`src/rtl/video_raster_gen.sv`:
```
// video_raster_gen
//   Raster video generator with configurable timing. Produces hsync/vsync,
//   active-low blanking and a pixel stream at 1, 2 or 4 bits per pixel. Pixel
//   data is read from an external framebuffer one 16-bit word at a time
//   through a fixed-latency read port (data valid the clk after rd_en). Two
//   screen pages are selectable.
//
// Ports
//   clk       system clock
//   rst_n     synchronous reset, active low (has priority over ce)
//   ce        pixel clock enable, never high on two consecutive clks
//   bpp_mode  0 = 1bpp, 1 = 2bpp, 2 = 4bpp, 3 = 1bpp
//   page_sel  screen page select (latched once per frame)
//   rd_en     one-clk read strobe to the framebuffer
//   rd_addr   word address of the read
//   rd_data   read data, valid in the clk after rd_en
//   hsync     horizontal sync, active high
//   vsync     vertical sync, active high
//   _hblank   low during horizontal blanking
//   _vblank   low during vertical blanking
//   video_en  high while pix carries a visible pixel
//   pix       pixel index, zero-extended to 4 bits
module video_raster_gen #(
  parameter int H_VISIBLE   = 512,
  parameter int H_TOTAL     = 704,
  parameter int HSYNC_START = 540,
  parameter int HSYNC_END   = 608,
  parameter int V_START     = 21,
  parameter int V_END       = 362,
  parameter int V_TOTAL     = 370,
  parameter int VSYNC_START = 365,
  parameter int VSYNC_END   = 369,
  parameter int ADDR_W      = 16,
  parameter logic [ADDR_W-1:0] PAGE0_BASE = '0,
  parameter logic [ADDR_W-1:0] PAGE1_BASE = ADDR_W'(16'h4000)
) (
  input  logic              clk,
  input  logic              rst_n,
  input  logic              ce,
  input  logic [1:0]        bpp_mode,
  input  logic              page_sel,
  output logic              rd_en,
  output logic [ADDR_W-1:0] rd_addr,
  input  logic [15:0]       rd_data,
  output logic              hsync,
  output logic              vsync,
  output logic              _hblank,
  output logic              _vblank,
  output logic              video_en,
  output logic [3:0]        pix
);

  localparam int XW = $clog2(H_TOTAL + 1);
  localparam int YW = $clog2(V_TOTAL + 1);

  localparam logic [XW-1:0] X_LAST = XW'(H_TOTAL - 1);
  localparam logic [XW-1:0] X_VIS  = XW'(H_VISIBLE);
  localparam logic [XW-1:0] X_HS0  = XW'(HSYNC_START);
  localparam logic [XW-1:0] X_HS1  = XW'(HSYNC_END);

  localparam logic [YW-1:0] Y_LAST = YW'(V_TOTAL - 1);
  localparam logic [YW-1:0] Y_PRE  = YW'(V_START - 1);
  localparam logic [YW-1:0] Y_VIS0 = YW'(V_START);
  localparam logic [YW-1:0] Y_VIS1 = YW'(V_END);
  localparam logic [YW-1:0] Y_VS0  = YW'(VSYNC_START);
  localparam logic [YW-1:0] Y_VS1  = YW'(VSYNC_END);

  // Words per line at 1bpp; higher depths scale this by a left shift.
  localparam logic signed [31:0] WPL_1BPP  = 32'(H_VISIBLE / 16);
  localparam logic signed [31:0] V_START_S = 32'(V_START);

  // Depth is carried as log2(bpp): 0 = 1bpp, 1 = 2bpp, 2 = 4bpp.
  function automatic logic [1:0] norm_mode(input logic [1:0] m);
    return (m == 2'd3) ? 2'd0 : m;
  endfunction

  function automatic logic line_visible(input logic [YW-1:0] y);
    return (y >= Y_VIS0) && (y <= Y_VIS1);
  endfunction

  function automatic logic [3:0] msb_bits(input logic [15:0] w, input logic [1:0] sh);
    case (sh)
      2'd1:    return {2'b00, w[15:14]};
      2'd2:    return w[15:12];
      default: return {3'b000, w[15]};
    endcase
  endfunction

  function automatic logic [15:0] shift_out(input logic [15:0] w, input logic [1:0] sh);
    case (sh)
      2'd1:    return {w[13:0], 2'b00};
      2'd2:    return {w[11:0], 4'b0000};
      default: return {w[14:0], 1'b0};
    endcase
  endfunction

  logic [XW-1:0] xpos;
  logic [YW-1:0] ypos;
  logic [1:0]    sh_q;
  logic          page_q;
  logic          rd_vld_p1;
  logic [15:0]   fetch_buf_p2;
  logic [15:0]   shift_reg_p2;

  logic              x_last, y_last, latch_now;
  logic              line_vis_cur, line_vis_nxt, h_vis, pix_vis;
  logic              req, load;
  logic [XW-1:0]     x_inc, x_nxt, ppw_mask, k_idx;
  logic [YW-1:0]     y_inc, y_nxt, req_line;
  logic [1:0]        eff_sh;
  logic              eff_page;
  logic [ADDR_W-1:0] eff_base, req_addr;
  logic signed [31:0] line_off;
  logic [15:0]       load_word, cur_word, shifted;
  logic [3:0]        top_bits;

  always_comb begin
    x_last       = (xpos == X_LAST);
    y_last       = (ypos == Y_LAST);
    x_inc        = xpos + XW'(1);
    y_inc        = ypos + YW'(1);
    x_nxt        = x_last ? '0 : x_inc;
    y_nxt        = x_last ? (y_last ? '0 : y_inc) : ypos;
    line_vis_cur = line_visible(ypos);
    line_vis_nxt = line_visible(y_nxt);
    h_vis        = (xpos < X_VIS);
    pix_vis      = h_vis && line_vis_cur;

    // The mode/page latch ce also issues word 0 of the first visible line,
    // so that request must already see the newly sampled mode and page.
    latch_now = x_last && (ypos == Y_PRE);
    eff_sh    = latch_now ? norm_mode(bpp_mode) : sh_q;
    eff_page  = latch_now ? page_sel : page_q;
    eff_base  = eff_page ? PAGE1_BASE : PAGE0_BASE;
    ppw_mask  = XW'(4'hF >> eff_sh);

    // Word k is requested one pixel before it is needed; word 0 of a line is
    // requested from the last column of the line before.
    req      = 1'b0;
    k_idx    = '0;
    req_line = ypos;
    if (x_last) begin
      req      = line_vis_nxt;
      req_line = y_nxt;
    end else if (line_vis_cur && (x_inc < X_VIS) && ((x_inc & ppw_mask) == '0)) begin
      req   = 1'b1;
      k_idx = x_inc >> (3'd4 - {1'b0, eff_sh});
    end
    line_off = $signed(32'(req_line)) - V_START_S;
    req_addr = eff_base + ADDR_W'((line_off * WPL_1BPP) <<< eff_sh) + ADDR_W'(k_idx);

    // At the fastest ce rate the word lands in the same clk it is loaded,
    // so the load bypasses the fetch buffer in that case.
    load      = pix_vis && ((xpos & ppw_mask) == '0);
    load_word = rd_vld_p1 ? rd_data : fetch_buf_p2;
    cur_word  = load ? load_word : shift_reg_p2;
    top_bits  = msb_bits(cur_word, eff_sh);
    shifted   = shift_out(cur_word, eff_sh);
  end

  always_ff @(posedge clk) begin
    if (!rst_n) begin
      xpos         <= '0;
      ypos         <= '0;
      sh_q         <= 2'd0;
      page_q       <= 1'b0;
      hsync        <= 1'b0;
      vsync        <= 1'b0;
      _hblank      <= 1'b1;
      _vblank      <= 1'b0;
      video_en     <= 1'b0;
      pix          <= 4'h0;
      rd_en        <= 1'b0;
      rd_addr      <= '0;
      rd_vld_p1    <= 1'b0;
      fetch_buf_p2 <= 16'h0000;
      shift_reg_p2 <= 16'h0000;
    end else begin
      // p0 -> p1: read strobe ages into the data-valid flag
      rd_en     <= 1'b0;
      rd_vld_p1 <= rd_en;
      // p1 -> p2: returned word lands in the fetch buffer
      if (rd_vld_p1) begin
        fetch_buf_p2 <= rd_data;
      end
      if (ce) begin
        xpos <= x_nxt;
        ypos <= y_nxt;
        if (latch_now) begin
          sh_q   <= norm_mode(bpp_mode);
          page_q <= page_sel;
        end
        hsync   <= (xpos >= X_HS0) && (xpos < X_HS1);
        vsync   <= (ypos >= Y_VS0) && (ypos <= Y_VS1);
        _hblank <= h_vis;
        _vblank <= line_vis_cur;
        if (req) begin
          rd_en   <= 1'b1;
          rd_addr <= req_addr;
        end
        if (pix_vis) begin
          pix          <= top_bits;
          video_en     <= 1'b1;
          shift_reg_p2 <= shifted;
        end else begin
          pix      <= 4'h0;
          video_en <= 1'b0;
        end
      end
    end
  end

endmodule

```
`config.mk`:
```
export PLATFORM = sky130hd
export DESIGN_NAME = video_raster_gen
export DESIGN_NICKNAME = d
export VERILOG_FILES = /design/src/rtl/video_raster_gen.sv
export SDC_FILE = /design/constraint.sdc
export NUM_CORES = 1
export LEC_CHECK = 0
export ABC_AREA = 1
export BUFFER_PORTS_ARGS = -buffer_cell sky130_fd_sc_hd__buf_2
export CAP_MARGIN = 5
export CORE_MARGIN = 2
export CORE_UTILIZATION = 30
export CTS_CLUSTER_SIZE = 10
export DETAILED_ROUTE_END_ITERATION = 7
export GPL_ROUTABILITY_DRIVEN = 1
export PLACE_DENSITY = 0.45
export RECOVER_POWER = 50
export SLEW_MARGIN = 10
export SYNTH_ARGS = -nofsm -noshare
export SYNTH_HDL_FRONTEND = slang
export SYNTH_SLANG_ARGS = --single-unit
```
`constraint.sdc`:
```
create_clock -name clk -period 4.1 [get_ports clk]
set_input_delay 0.41 -clock clk [delete_from_list [all_inputs] [get_ports clk]]
set_output_delay 0.41 -clock clk [all_outputs]
set_load 0.01 [all_outputs]
```
Word-level counts from Yosys, hierarchy flattened
Cells that the tools add are included.
{"block": "classes", "addsub": 6, "order_cmp": 10, "eq_ne": 6, "shift": 3, "n_mux": 19, "bitwise_logic": 2, "n_reduce_logical": 14}
{"op": "$mux 16", "count": 2}
{"op": "$pmux 16 s2", "count": 1}
{"op": "$lt 10x10->1 const B", "count": 3}
{"op": "$mux 10", "count": 3}
{"op": "$le 9x9->1 const B", "count": 3}
{"op": "$mux 9", "count": 3}
{"op": "$and 10x10->10", "count": 2}
{"op": "$logic_not 10->1", "count": 2}
{"op": "$ge 9x5->1 const B", "count": 2}
{"op": "$add 15x16->16", "count": 1}
{"op": "$add 16x10->16", "count": 1}
{"op": "$sshl 15x2->16", "count": 1}
{"op": "$mux 15", "count": 1}
{"op": "$add 10x1->10 const B", "count": 1}
{"op": "$eq 10x10->1 const B", "count": 1}
{"op": "$ge 10x10->1 const B", "count": 1}
{"op": "$shr 10x3->10", "count": 1}
{"op": "$shr 4x2->10 const A", "count": 1}
{"op": "$sub 9x5->10 const B", "count": 1}
{"op": "$add 9x1->9 const B", "count": 1}
{"op": "$eq 9x5->1 const B", "count": 1}
{"op": "$eq 9x9->1 const B", "count": 1}
{"op": "$ge 9x9->1 const B", "count": 1}
{"op": "$logic_and 1x1->1", "count": 9}
{"op": "8 further kinds", "count": 16}
{"block": "totals", "ff_bits": 81, "input_bits": 22}

Longest topological paths before layout
Gate-level depths: netlist of run 1.
{"block": "logic_depth", "depth_word": 10, "depth_mapped": 30, "mapped_depth_nobuf": 29}

Worst setup path before layout of run 1
Ideal clock, no wire load.
{"block": "synth_timing", "path_kind": "register to register", "startpoint": "register xpos[0]", "endpoint": "register rd_addr[15]", "t_arrival_ps": 3688, "slack_ps": 300, "stages_incl_launch_ff": 29, "n_path_buf": 2, "period_less_slack_ps": 3800, "path_cell_list": "dfxtp_1 ha_1 inv_1 nor2_2 nand3_4 nor2_4 o21ai_1 nand2_1 inv_2 buf_6 nand2_1 nand2_1 inv_1 buf_4 nor2_1 nor3_1 ha_1 fa_1 a21o_1 a21oi_1 or2_2 nand2_1 nand3_1 nor2_2 nand3_1 nand3_1 nand2_1 nor2_1 nor2_1"}
{"block": "synth_via", "elab_chain_cells": 10, "word_cells_on_any_way": 28, "classes_between": "5 x add/sub; 3 x order compare; 1 x eq/ne; 3 x shift; 9 x mux; 1 x bitwise; 6 x reduce/logical"}
{"element": "from (decl)", "line": "97", "text": "logic [XW-1:0] xpos;"}
{"element": "from (signal assigned)", "line": "187", "text": "xpos <= x_nxt;"}
{"element": "parallel branches: the longest is 10 deep, another holds $add 15x16->16"}
{"element": "to (signal assigned)", "line": "199", "text": "rd_addr <= req_addr;"}
{"element": "to (decl)", "line": "43", "text": "output logic [ADDR_W-1:0] rd_addr,"}
Parallel ways; which one is timed is not known.
A chain may end at the register's enable or synchronous reset.

Worst setup path in the final report of run 1
{"block": "layout_timing", "startpoint": "register ypos[2]", "endpoint": "register rd_addr[14]"}
{"block": "layout_via", "elab_chain_cells": 10, "word_cells_on_any_way": 32, "classes_between": "5 x add/sub; 4 x order compare; 2 x eq/ne; 3 x shift; 10 x mux; 1 x bitwise; 7 x reduce/logical"}
{"element": "from (decl)", "line": "98", "text": "logic [YW-1:0] ypos;"}
{"element": "from (signal assigned)", "line": "188", "text": "ypos <= y_nxt;"}
{"element": "parallel branches: the longest is 10 deep, another holds $add 15x16->16"}
Parallel ways; which one is timed is not known.

==> out/metrics.csv, run 1 <==
stage,metric,value,unit
sta,slew_viol_final,36,
routing,vias,5186,
power_and_ir_drop,p_leak,2.79,nW
yosys,ys.flop_type,dfxtp_1,
critical_path,critPathMaxStageDelay,0.51,ns
sta,slew_headroom,-15.8,%
routing,drc,0,
die,fp.dieW,136,um
cells_and_area,nets,898,
routing,vias_per_cell,4.76,
routing,routedWlPerCell,14.2,um
yosys,syn_inst,812,
critical_path,crit_top_cell,nand2_1,
sta,period_share,90.8,%
clock_network,clk_pin_slew_worst_paths,0.06,ns
routing,wl,15.4,mm
critical_path,cp_top_family,simple AND/OR/NAND/NOR gates,
clock_network,cts_made_buffers,9,
sta,rsz0062_at_grt,false,
clock_network,worst_skew_pair.late_latency,0.35,ns
yosys,ys_seq_elements,80,
critical_path,critPathKind,reg2reg,
routing,drt-pass1-iter-count,5,
status,violations,"capacitance limit, slew limit",
cells_and_area,post_route_cells_drive_above_1_share,13.1,%
grt,grt_max_degree,36,
sta,setup_viol,0,
min_path,hold_path.class,in2reg,
power_and_ir_drop,power.total,2.06,mW
critical_path,cp_slowest_cell,dfxtp_1,
sta,final.setup_skew,0.00826,ns
grt,grt_use_total,17.2,%
critical_path,worstPathRequired,4.34,ns
sta,fin_setup_tns,0,ns
grt,grt_overflow,0,
clock_network,numClockSinks,80,
die,die_area,18500,um2
clock_network,ctsHtreeMaxLevel,3,
yosys,yosys_warnings,0,
critical_path,crit_arrival,3.96,ns
place,place.gp.congestion,0.886,
grt,grt_pass1_vias,4902,
grt,top_usage_layer,met2,
grt,use_met2,28.7,%
critical_path,crit_fanout,8,
clock_network,cts_buffer_depth,2,
yosys,syn_area,5240,um2
critical_path,cp-end-kind,flip-flop,
yosys,synthArstFlopShare,0,%
yosys,seq_area_frac_synth,30.6,%
grt,use_met1,22.5,%
critical_path,crit_buf_inv,4,
cells_and_area,diodes,0,
power_and_ir_drop,peakVddDrop,195,uV
power_and_ir_drop,power.density,342,nW/um2
sta,fmax,269,MHz
cells_and_area,area_growth,15.3,%
sta,tightestPinTransition,1.74,ns
critical_path,cp-start-kind,flip-flop,
die,rows,48,
die,die_h,136,um
routing,drtAntennaViolNets,0,
place,portBuffers,47,
sta,final.min_clock_period,3.72,ns
yosys,avgSynthCellArea,6.45,um2
status,status,finished with violations,
yosys,synth_edf_count,0,
yosys,synth.distinct_cells,49,
sta,finalHoldViolations,0,
grt,antenna_found_initial,0,
die,core_area,17200,um2
cells_and_area,final_common_cell,nand2_1,
routing,drt_first_iter_violations,226,
die,initial_core_util,30.5,%
clock_network,clockRootBuffer,clkbuf_16,
die,io_pins,48,
flow_run,timing.max_cap.violations,1,
clock_network,cts_tree,done,
cells_and_area,final_cell_mix,"nand2_1, nand3_1, nor2_1",
place,dp_hpwl,11.4,mm
grt,globalRouteMet3Util,3.06,%
grt,grt_first_pass_wirelength,25.2,mm
[final timing paths]
kind,depth (start not counted),to,startpoint,slack (ns)
worst max-delay path,25,rd_addr[14],ypos[2],0.38
worst min-delay path,3,fetch_buf_p2[4],rd_data[4],0.31
worst max register to register,25,rd_addr[14],ypos[2],0.38
worst min register to register,2,pix[2],pix[2],0.47
[routing by layer]
metal / wire (um) / vias to the layer above
li1: - / 2738
met1: 7590 / 2343
met2: 7120 / 82
met3: 443 / 23
met4: 282 / 0
met5: 0 / -
[cell usage after synthesis (all sizes together) (2+ instances only)]
cell type  instances  area, um2
nand2            215        830
nand3             95        521
nor2              92        385
inv               90        340
dfxtp             80       1600
o21ai             58        305
a21oi             44        220
buf               17        109
clkbuf            17       63.8
ha                15        188
mux2i             13        130
or2               13       81.3
xor2              11       96.3
nor3               9       45.0
nand4              6       37.5
o22ai              5       31.3
a22oi              4       30.0
a31oi              4       25.0
o211ai             4       30.0
o221ai             3       26.3
a211oi             2       15.0
a221oi             2       17.5
and2               2       12.5
[tightest hold or removal path, delay by kind of cell]
| kind | cells | cell delay [ns] |
|---|---|---|
| buffers and inverters | 1 | 0.07 |
| multiplexers | 1 | 0.07 |
| AND/OR/NAND/NOR | 1 | 0.08 |
[metrics by stage]
step / worst slack [ns] / area (um2) / instances / hold slack (ns) / util [%]
global placement: 0.165 / 5730 / 1070 / 0.457 / 33.3
finish: 0.376 / 6040 / 1090 / 0.314 / 35.1
CTS: 0.0254 / 6000 / 1086 / 0.306 / 34.9
detailed placement: 0.0512 / 5730 / 1070 / 0.454 / 33.3
global route: 0.0168 / 6040 / 1090 / 0.335 / 35.1
floorplan: 0.300 / 5240 / 813 / 0.445 / -
[cells by family (layout without fill, tap and decap cells)]
| kind of cell | Yosys count | after routing | share of synthesized area [%] |
|---|---|---|---|
| flip-flops | 80 | 80 | 30.6 |
| AO/OA/AOI/OAI | 131 | 131 | 14.1 |
| other | 1 | 2 | 0.0716 |
| adder cells (fa/ha/maj) | 16 | 16 | 3.97 |
| AND/OR/NAND/NOR | 435 | 435 | 37.0 |
| multiplexers | 13 | 13 | 2.49 |
| XOR/XNOR | 11 | 11 | 1.84 |
| buffers and inverters | 125 | 177 | 9.87 |
[sequential cells by signal, summed over array words and instances (netlist names)]
signal and flops:
rd_en 1, xpos 10, sh_q 2, rd_vld_p1 1
page_q 1, ypos 9, vsync 1, rd_addr 16
_hblank 1, video_en 1, shift_reg_p2 15, pix 4
_vblank 1, hsync 1, fetch_buf_p2 16
[final cells by class]
| type | instances | area (um2) |
|---|---|---|
| clock inverter | 4 | 30.0 |
| fill | 1968 | 11100 |
| clock buffer | 12 | 246 |
| sequential | 80 | 1610 |
| tap | 225 | 282 |
| inverter | 91 | 344 |
| timing repair buffer | 70 | 369 |
| multi-input combinational | 608 | 3160 |
[repair_timing]
action | CTS | global route
hold endpoints to repair | 0 | 0
setup buffers | 0 | 4
hold buffers | 0 | 0
resized for setup | 0 | 18
setup endpoints to repair | 0 | 6
[report_power, final]
part	switching [mW]	internal [mW]	leakage (nW)
Clock	0.338	0.428	0.133
Sequential	0.0264	0.812	0.652
Combinational	0.304	0.154	2.01
Power figures use the tool's default switching activity.
==> run 2: changes to the inputs <==
--- a/config.mk
+++ b/config.mk
@@ -13,7 +13,8 @@
 export CTS_CLUSTER_SIZE = 10
 export DETAILED_ROUTE_END_ITERATION = 7
 export GPL_ROUTABILITY_DRIVEN = 1
-export PLACE_DENSITY = 0.45
+export MAX_ROUTING_LAYER = met4
+export PLACE_DENSITY = 0.51
 export RECOVER_POWER = 50
 export SLEW_MARGIN = 10
 export SYNTH_ARGS = -nofsm -noshare
==> out/metrics.csv, run 2 (synthesis results as in run 1) <==
stage,metric,value,unit,change
die,io_pins,48,,unchanged
critical_path,reg2regPathDepth,25,,unchanged
routing,vias,5303,,was 5186
critical_path,crit_buf_inv,5,,was 4
status,status,"finished, final reports clean",,was finished with violations
critical_path,rr_endpoint,rd_addr[11],,was rd_addr[14]
critical_path,startpoint,xpos[1],,was ypos[2]
critical_path,crit_fanout,9,,was 8
sta,final.setup_skew,0.00759,ns,was 0.00826 ns
critical_path,setup.worst_path.end,rd_addr[11],,was rd_addr[14]
sta,period_share,92.5,%,was 90.8%
sta,slew_viol_final,0,,was 36
grt,grt_max_degree,50,,was 36
routing,routedWlPerCell,13.8,um,was 14.2 um
clock_network,worst_skew_pair.late_latency,0.35,ns,about the same
critical_path,critPathMaxStageDelay,0.39,ns,was 0.51 ns
die,fp.dieW,136,um,unchanged
critical_path,critPathKind,reg2reg,,unchanged
die,initial_core_util,30.5,%,unchanged
grt,grt_use_total,17.4,%,was 17.2%
cells_and_area,diodes,0,,unchanged
die,die_h,136,um,unchanged
power_and_ir_drop,p_leak,2.79,nW,about the same
critical_path,crit_arrival,4.08,ns,was 3.96 ns
sta,final.min_clock_period,3.79,ns,was 3.72 ns
critical_path,cp.depth,25,,unchanged
clock_network,cts_made_buffers,9,,unchanged
grt,grt_first_pass_wirelength,24.9,mm,was 25.2 mm
sta,timing.hold.ws,0.326,ns,was 0.314 ns
sta,slew_headroom,19.6,%,was -15.8%
critical_path,cp-end-kind,flip-flop,,unchanged
cells_and_area,post_route_cells_drive_above_1_share,13.0,%,was 13.1%
routing,drc,0,,unchanged
cells_and_area,area_growth,15.6,%,was 15.3%
clock_network,cts_tree,done,,unchanged
power_and_ir_drop,peakVddDrop,203,uV,was 195 uV
cells_and_area,final_common_cell,nand2_1,,unchanged
grt,antenna_found_initial,0,,unchanged
place,place.gp.congestion,0.858,,was 0.886
power_and_ir_drop,power.density,344,nW/um2,was 342 nW/um2
die,die_area,18500,um2,unchanged
critical_path,rrSetupSlack,0.31,ns,was 0.38 ns
critical_path,worstPathRequired,4.39,ns,was 4.34 ns
clock_network,cts_hold_buf,0,,unchanged
min_path,hold_path.class,in2reg,,unchanged
sta,fmax,264,MHz,was 269 MHz
critical_path,cp-start-kind,flip-flop,,unchanged
sta,setup_viol,0,,unchanged
routing,drt-pass1-iter-count,5,,unchanged
routing,wl,15.0,mm,was 15.4 mm
clock_network,numClockSinks,80,,unchanged
clock_network,cts_buffer_depth,2,,unchanged
grt,grt_pass1_vias,5022,,was 4902
place,dp_hpwl,10.9,mm,was 11.4 mm
clock_network,clockRootBuffer,clkbuf_16,,unchanged
critical_path,cp_slowest_cell,fa_1,,was dfxtp_1
clock_network,clk_pin_slew_worst_paths,0.07,ns,was 0.06 ns
cells_and_area,nets,897,,was 898
cells_and_area,final_cell_mix,"nand2_1, nand3_1, inv_1, nor2_1, dfxtp_1",,"was nand2_1, nand3_1, nor2_1"
critical_path,worstReg2RegStart,xpos[1],,was ypos[2]
routing,vias_per_cell,4.87,,was 4.76
critical_path,cp_top_family,simple AND/OR/NAND/NOR gates,,unchanged
place,portBuffers,47,,unchanged
clock_network,ctsHtreeMaxLevel,3,,unchanged
power_and_ir_drop,power.total,2.08,mW,was 2.06 mW
sta,finalHoldViolations,0,,unchanged
routing,drtAntennaViolNets,0,,unchanged
die,rows,48,,unchanged
cells_and_area,reg_top3,"fetch_buf_p2 x16, rd_addr x16, shift_reg_p2 x15",,unchanged
routing,drt_first_iter_violations,288,,was 226
grt,grt_overflow,0,,unchanged
flow_run,timing.max_cap.violations,0,,was 1
die,core_area,17200,um2,unchanged
sta,tightestPinTransition,1.21,ns,was 1.74 ns
## run 2: tightest hold or removal path, cell delays in order
cell	delay (ns)
buf_2	0.08
mux2i_1	0.07
nor2_1	0.08
## run 2: how the worst min path moves through the flow
stage,start,to,slack (ns),cells after the start
after global routing,rd_data[3],fetch_buf_p2[3],0.35,3
after detailed placement,rd_en,rd_vld_p1,0.45,2
after global placement,rd_en,rd_vld_p1,0.45,2
after CTS,rd_data[8],fetch_buf_p2[8],0.32,3
final,rd_data[8],fetch_buf_p2[8],0.33,3
after floorplan,shift_reg_p2[1],shift_reg_p2[1],0.45,2
## run 2: what timing repair did
| action | in CTS | in global routing |
|---|---|---|
| endpoints found under the setup margin | 0 | 6 |
| gates resized for setup | 0 | 20 |
| buffers inserted | 0 | 5 |
## run 2: area by class of cell
cell class,count,area [um2]
clock buffer,10,239
clock inverter,6,43.8
fill,1943,11100
inverter,91,344
multi-input combinational,608,3180
sequential,80,1600
tap,225,282
timing repair buffer,69,364
## run 2: metal layers
| metal | routed length, um | part of all wire (%) | vias to the layer above | track usage (%) |
|---|---|---|---|---|
| met4 | 389 | 2.6 | 0 | 5.73 |
| met5 | 0 | 0 | - | - |
| met1 | 7130 | 47 | 2406 | 22.2 |
| met3 | 776 | 5.2 | 30 | 4.03 |
| met2 | 6720 | 45 | 140 | 27.2 |
| li1 | - | - | 2727 | - |
## run 2: where the power goes
group / leakage, nW / internal (mW) / switching [mW] / total, mW
Sequential: 0.652 / 0.812 / 0.0243 / 0.836
Combinational: 2.00 / 0.156 / 0.304 / 0.460
Clock: 0.139 / 0.429 / 0.354 / 0.784
Total: 2.79 / 1.40 / 0.683 / 2.08
## run 2: per-stage QoR
| step | utilization [%] | cell area [um2] | TNS [ns] | worst slack [ns] | cells |
|---|---|---|---|---|---|
| 5_1_grt | 35.2 | 6050 | -0.0287 | -0.0248 | 1089 |
| 4_1_cts | 34.9 | 5990 | 0 | 0.0647 | 1084 |
| 2_1_floorplan | - | 5240 | 0 | 0.300 | 813 |
| 6_report | 35.2 | 6050 | 0 | 0.307 | 1089 |
| 3_5_place_dp | 33.2 | 5710 | 0 | 0.100 | 1068 |
| 3_3_place_gp | 33.2 | 5710 | 0 | 0.191 | 1068 |
==> run 3: changes to the inputs <==
--- a/config.mk
+++ b/config.mk
@@ -6,15 +6,15 @@
 export NUM_CORES = 1
 export LEC_CHECK = 0
 export ABC_AREA = 1
-export BUFFER_PORTS_ARGS = -buffer_cell sky130_fd_sc_hd__buf_2
 export CAP_MARGIN = 5
 export CORE_MARGIN = 2
 export CORE_UTILIZATION = 30
 export CTS_CLUSTER_SIZE = 10
 export DETAILED_ROUTE_END_ITERATION = 7
+export DONT_BUFFER_PORTS = 1
 export GPL_ROUTABILITY_DRIVEN = 1
 export MAX_ROUTING_LAYER = met4
-export PLACE_DENSITY = 0.51
+export PLACE_DENSITY = 0.48
 export RECOVER_POWER = 50
 export SLEW_MARGIN = 10
 export SYNTH_ARGS = -nofsm -noshare
==> out/metrics.csv, run 3 (synthesis results as in run 1) <==
stage,metric,value,unit,change
routing,drc,0,,unchanged
routing,drtAntennaViolNets,0,,unchanged
clock_network,cts_made_buffers,9,,unchanged
place,portBuffers,0,,was 47
power_and_ir_drop,peakVddDrop,212,uV,was 203 uV
sta,slew_viol_final,0,,unchanged
sta,final.setup_skew,0.00942,ns,was 0.00759 ns
sta,period_share,91.6,%,was 92.5%
die,core_area,17200,um2,unchanged
die,rows,48,,unchanged
power_and_ir_drop,power.density,363,nW/um2,was 344 nW/um2
sta,timing.hold.ws,0.147,ns,was 0.326 ns
status,status,"finished, final reports clean",,unchanged
sta,setup_viol,0,,unchanged
place,preCtsSetupSlack,0.111,ns,was 0.100 ns
cells_and_area,reg_top3,"fetch_buf_p2 x16, rd_addr x16, shift_reg_p2 x15",,unchanged
min_path,hold_path.class,in2reg,,unchanged
critical_path,cp_slowest_cell,dfxtp_1,,was fa_1
critical_path,cp-start-kind,flip-flop,,unchanged
place,place.gp.congestion,0.855,,was 0.858
cells_and_area,diodes,0,,unchanged
die,io_pins,48,,unchanged
die,die_area,18500,um2,unchanged
sta,tightestPinTransition,1.06,ns,was 1.21 ns
grt,grt_max_degree,36,,was 50
clock_network,cts_hold_buf,0,,unchanged
grt,grt_use_total,17.9,%,was 17.4%
cells_and_area,area_growth,12.7,%,was 15.6%
critical_path,worstPathRequired,4.29,ns,was 4.39 ns
sta,fmax,266,MHz,was 264 MHz
clock_network,cts_tree,done,,unchanged
clock_network,ctsHtreeMaxLevel,3,,unchanged
clock_network,worst_skew_pair.late_latency,0.35,ns,about the same
grt,grt_first_pass_wirelength,25.1,mm,was 24.9 mm
critical_path,critPathKind,reg2reg,,unchanged
critical_path,crit_arrival,3.95,ns,was 4.08 ns
cells_and_area,fin_util,34.4,%,was 35.2%
critical_path,crit_top_cell,nand2_1,,
place,placed_area,5470,um2,was 5710 um2
clock_network,numClockSinks,80,,unchanged
clock_network,cts_buffer_depth,2,,unchanged
grt,grt_overflow,0,,unchanged
routing,vias,5069,,was 5303
routing,wl,15.3,mm,was 15.0 mm
sta,final.min_clock_period,3.76,ns,was 3.79 ns
sta,finalHoldViolations,0,,unchanged
critical_path,crit_buf_inv,4,,was 5
critical_path,crit_fanout,6,,was 9
cells_and_area,final_cell_area,5900,um2,was 6050 um2
routing,vias_per_cell,4.85,,was 4.87
critical_path,critPathMaxStageDelay,0.41,ns,was 0.39 ns
flow_run,timing.max_cap.violations,0,,unchanged
die,initial_core_util,30.5,%,unchanged
cells_and_area,fill_cells,1937,,was 1943
cells_and_area,final_cell_mix,"nand2_1, nand3_1, nor2_1",,"was nand2_1, nand3_1, inv_1, nor2_1, dfxtp_1"
critical_path,cp-end-kind,flip-flop,,unchanged
power_and_ir_drop,power.total,2.14,mW,was 2.08 mW
cells_and_area,post_route_cells_drive_above_1_share,11.6,%,was 13.0%
grt,antenna_found_initial,0,,unchanged
die,die_h,136,um,unchanged
sta,slew_headroom,29.1,%,was 19.6%
routing,routedWlPerCell,14.6,um,was 13.8 um
critical_path,cp_top_family,simple AND/OR/NAND/NOR gates,,unchanged
clock_network,clk_pin_slew_worst_paths,0.07,ns,about the same
cells_and_area,nets,854,,was 897
place,dp_hpwl,11.2,mm,was 10.9 mm
sta,setup_slack,0.343,ns,was 0.307 ns
power_and_ir_drop,p_leak,2.71,nW,was 2.79 nW
routing,drt_first_iter_violations,288,,unchanged
clock_network,clockRootBuffer,clkbuf_16,,unchanged
routing,drt-pass1-iter-count,5,,unchanged
die,fp.dieW,136,um,unchanged
grt,grt_pass1_vias,4917,,was 5022
cells_and_area,final_common_cell,nand2_1,,unchanged
run 3: cell types whose count changed in the layout (fill, tap and decap cells not counted), sizes merged:
| cell | previous run | this run |
|---|---|---|
| clkbuf | 38 | 11 |
| clkinv | 5 | 2 |
| bufinv | 0 | 1 |
| buf | 41 | 24 |
| inv | 91 | 94 |
run 3: what timing repair did:
item                       in CTS  in global routing
resized for setup               0                 18
setup endpoints to repair       0                  5
setup buffers                   0                 10
run 3: metrics by stage:
step / instances / TNS, ns
floorplan: 813 / 0
global placement: 1020 / 0
detailed placement: 1020 / 0
CTS: 1036 / 0
global route: 1046 / -0.0806
finish: 1046 / 0
run 3: path summary, 6_finish.rpt:
check                           slack [ns]  cells past startpoint               to       startpoint
worst min register to register        0.47                      2  shift_reg_p2[1]  shift_reg_p2[1]
worst max-delay path                  0.34                     26      rd_addr[13]          ypos[0]
worst min-delay path                  0.15                      1          ypos[0]               ce
worst max register to register        0.34                     26      rd_addr[13]          ypos[0]
run 3: metal layers:
metal	wire (um)	global-route usage, %	vias to the layer above	part of all wire, %
li1	-	-	2643	-
met5	0	-	-	0
met4	268	5.61	0	1.8
met3	772	5.00	16	5.1
met2	7180	28.4	92	47
met1	7060	21.9	2318	46
run 3: power by group:
part | switching [mW] | internal [mW] | total (mW)
clock network | 0.383 | 0.486 | 0.868
registers | 0.0310 | 0.811 | 0.842
logic | 0.284 | 0.149 | 0.432
total | 0.697 | 1.45 | 2.14
run 3: worst reg2reg max path, delay by kind of cell, from the launching register on:
family / cells / cell delay (ns)
DFF: 1 / 0.41
adders and majority gates: 3 / 0.83
and+or+nand+nor: 15 / 1.28
buffers and inverters: 4 / 0.49
AOI/OAI and AO/OA: 4 / 0.58
run 3: cell type report:
cell class	count	area (um2)	area share [%]
inverter	91	344	5.83
clock buffer	9	225	3.82
tap	225	282	4.77
clock inverter	7	83.8	1.42
multi-input combinational	608	3160	53.5
sequential	80	1610	27.2
timing repair buffer	26	204	3.46
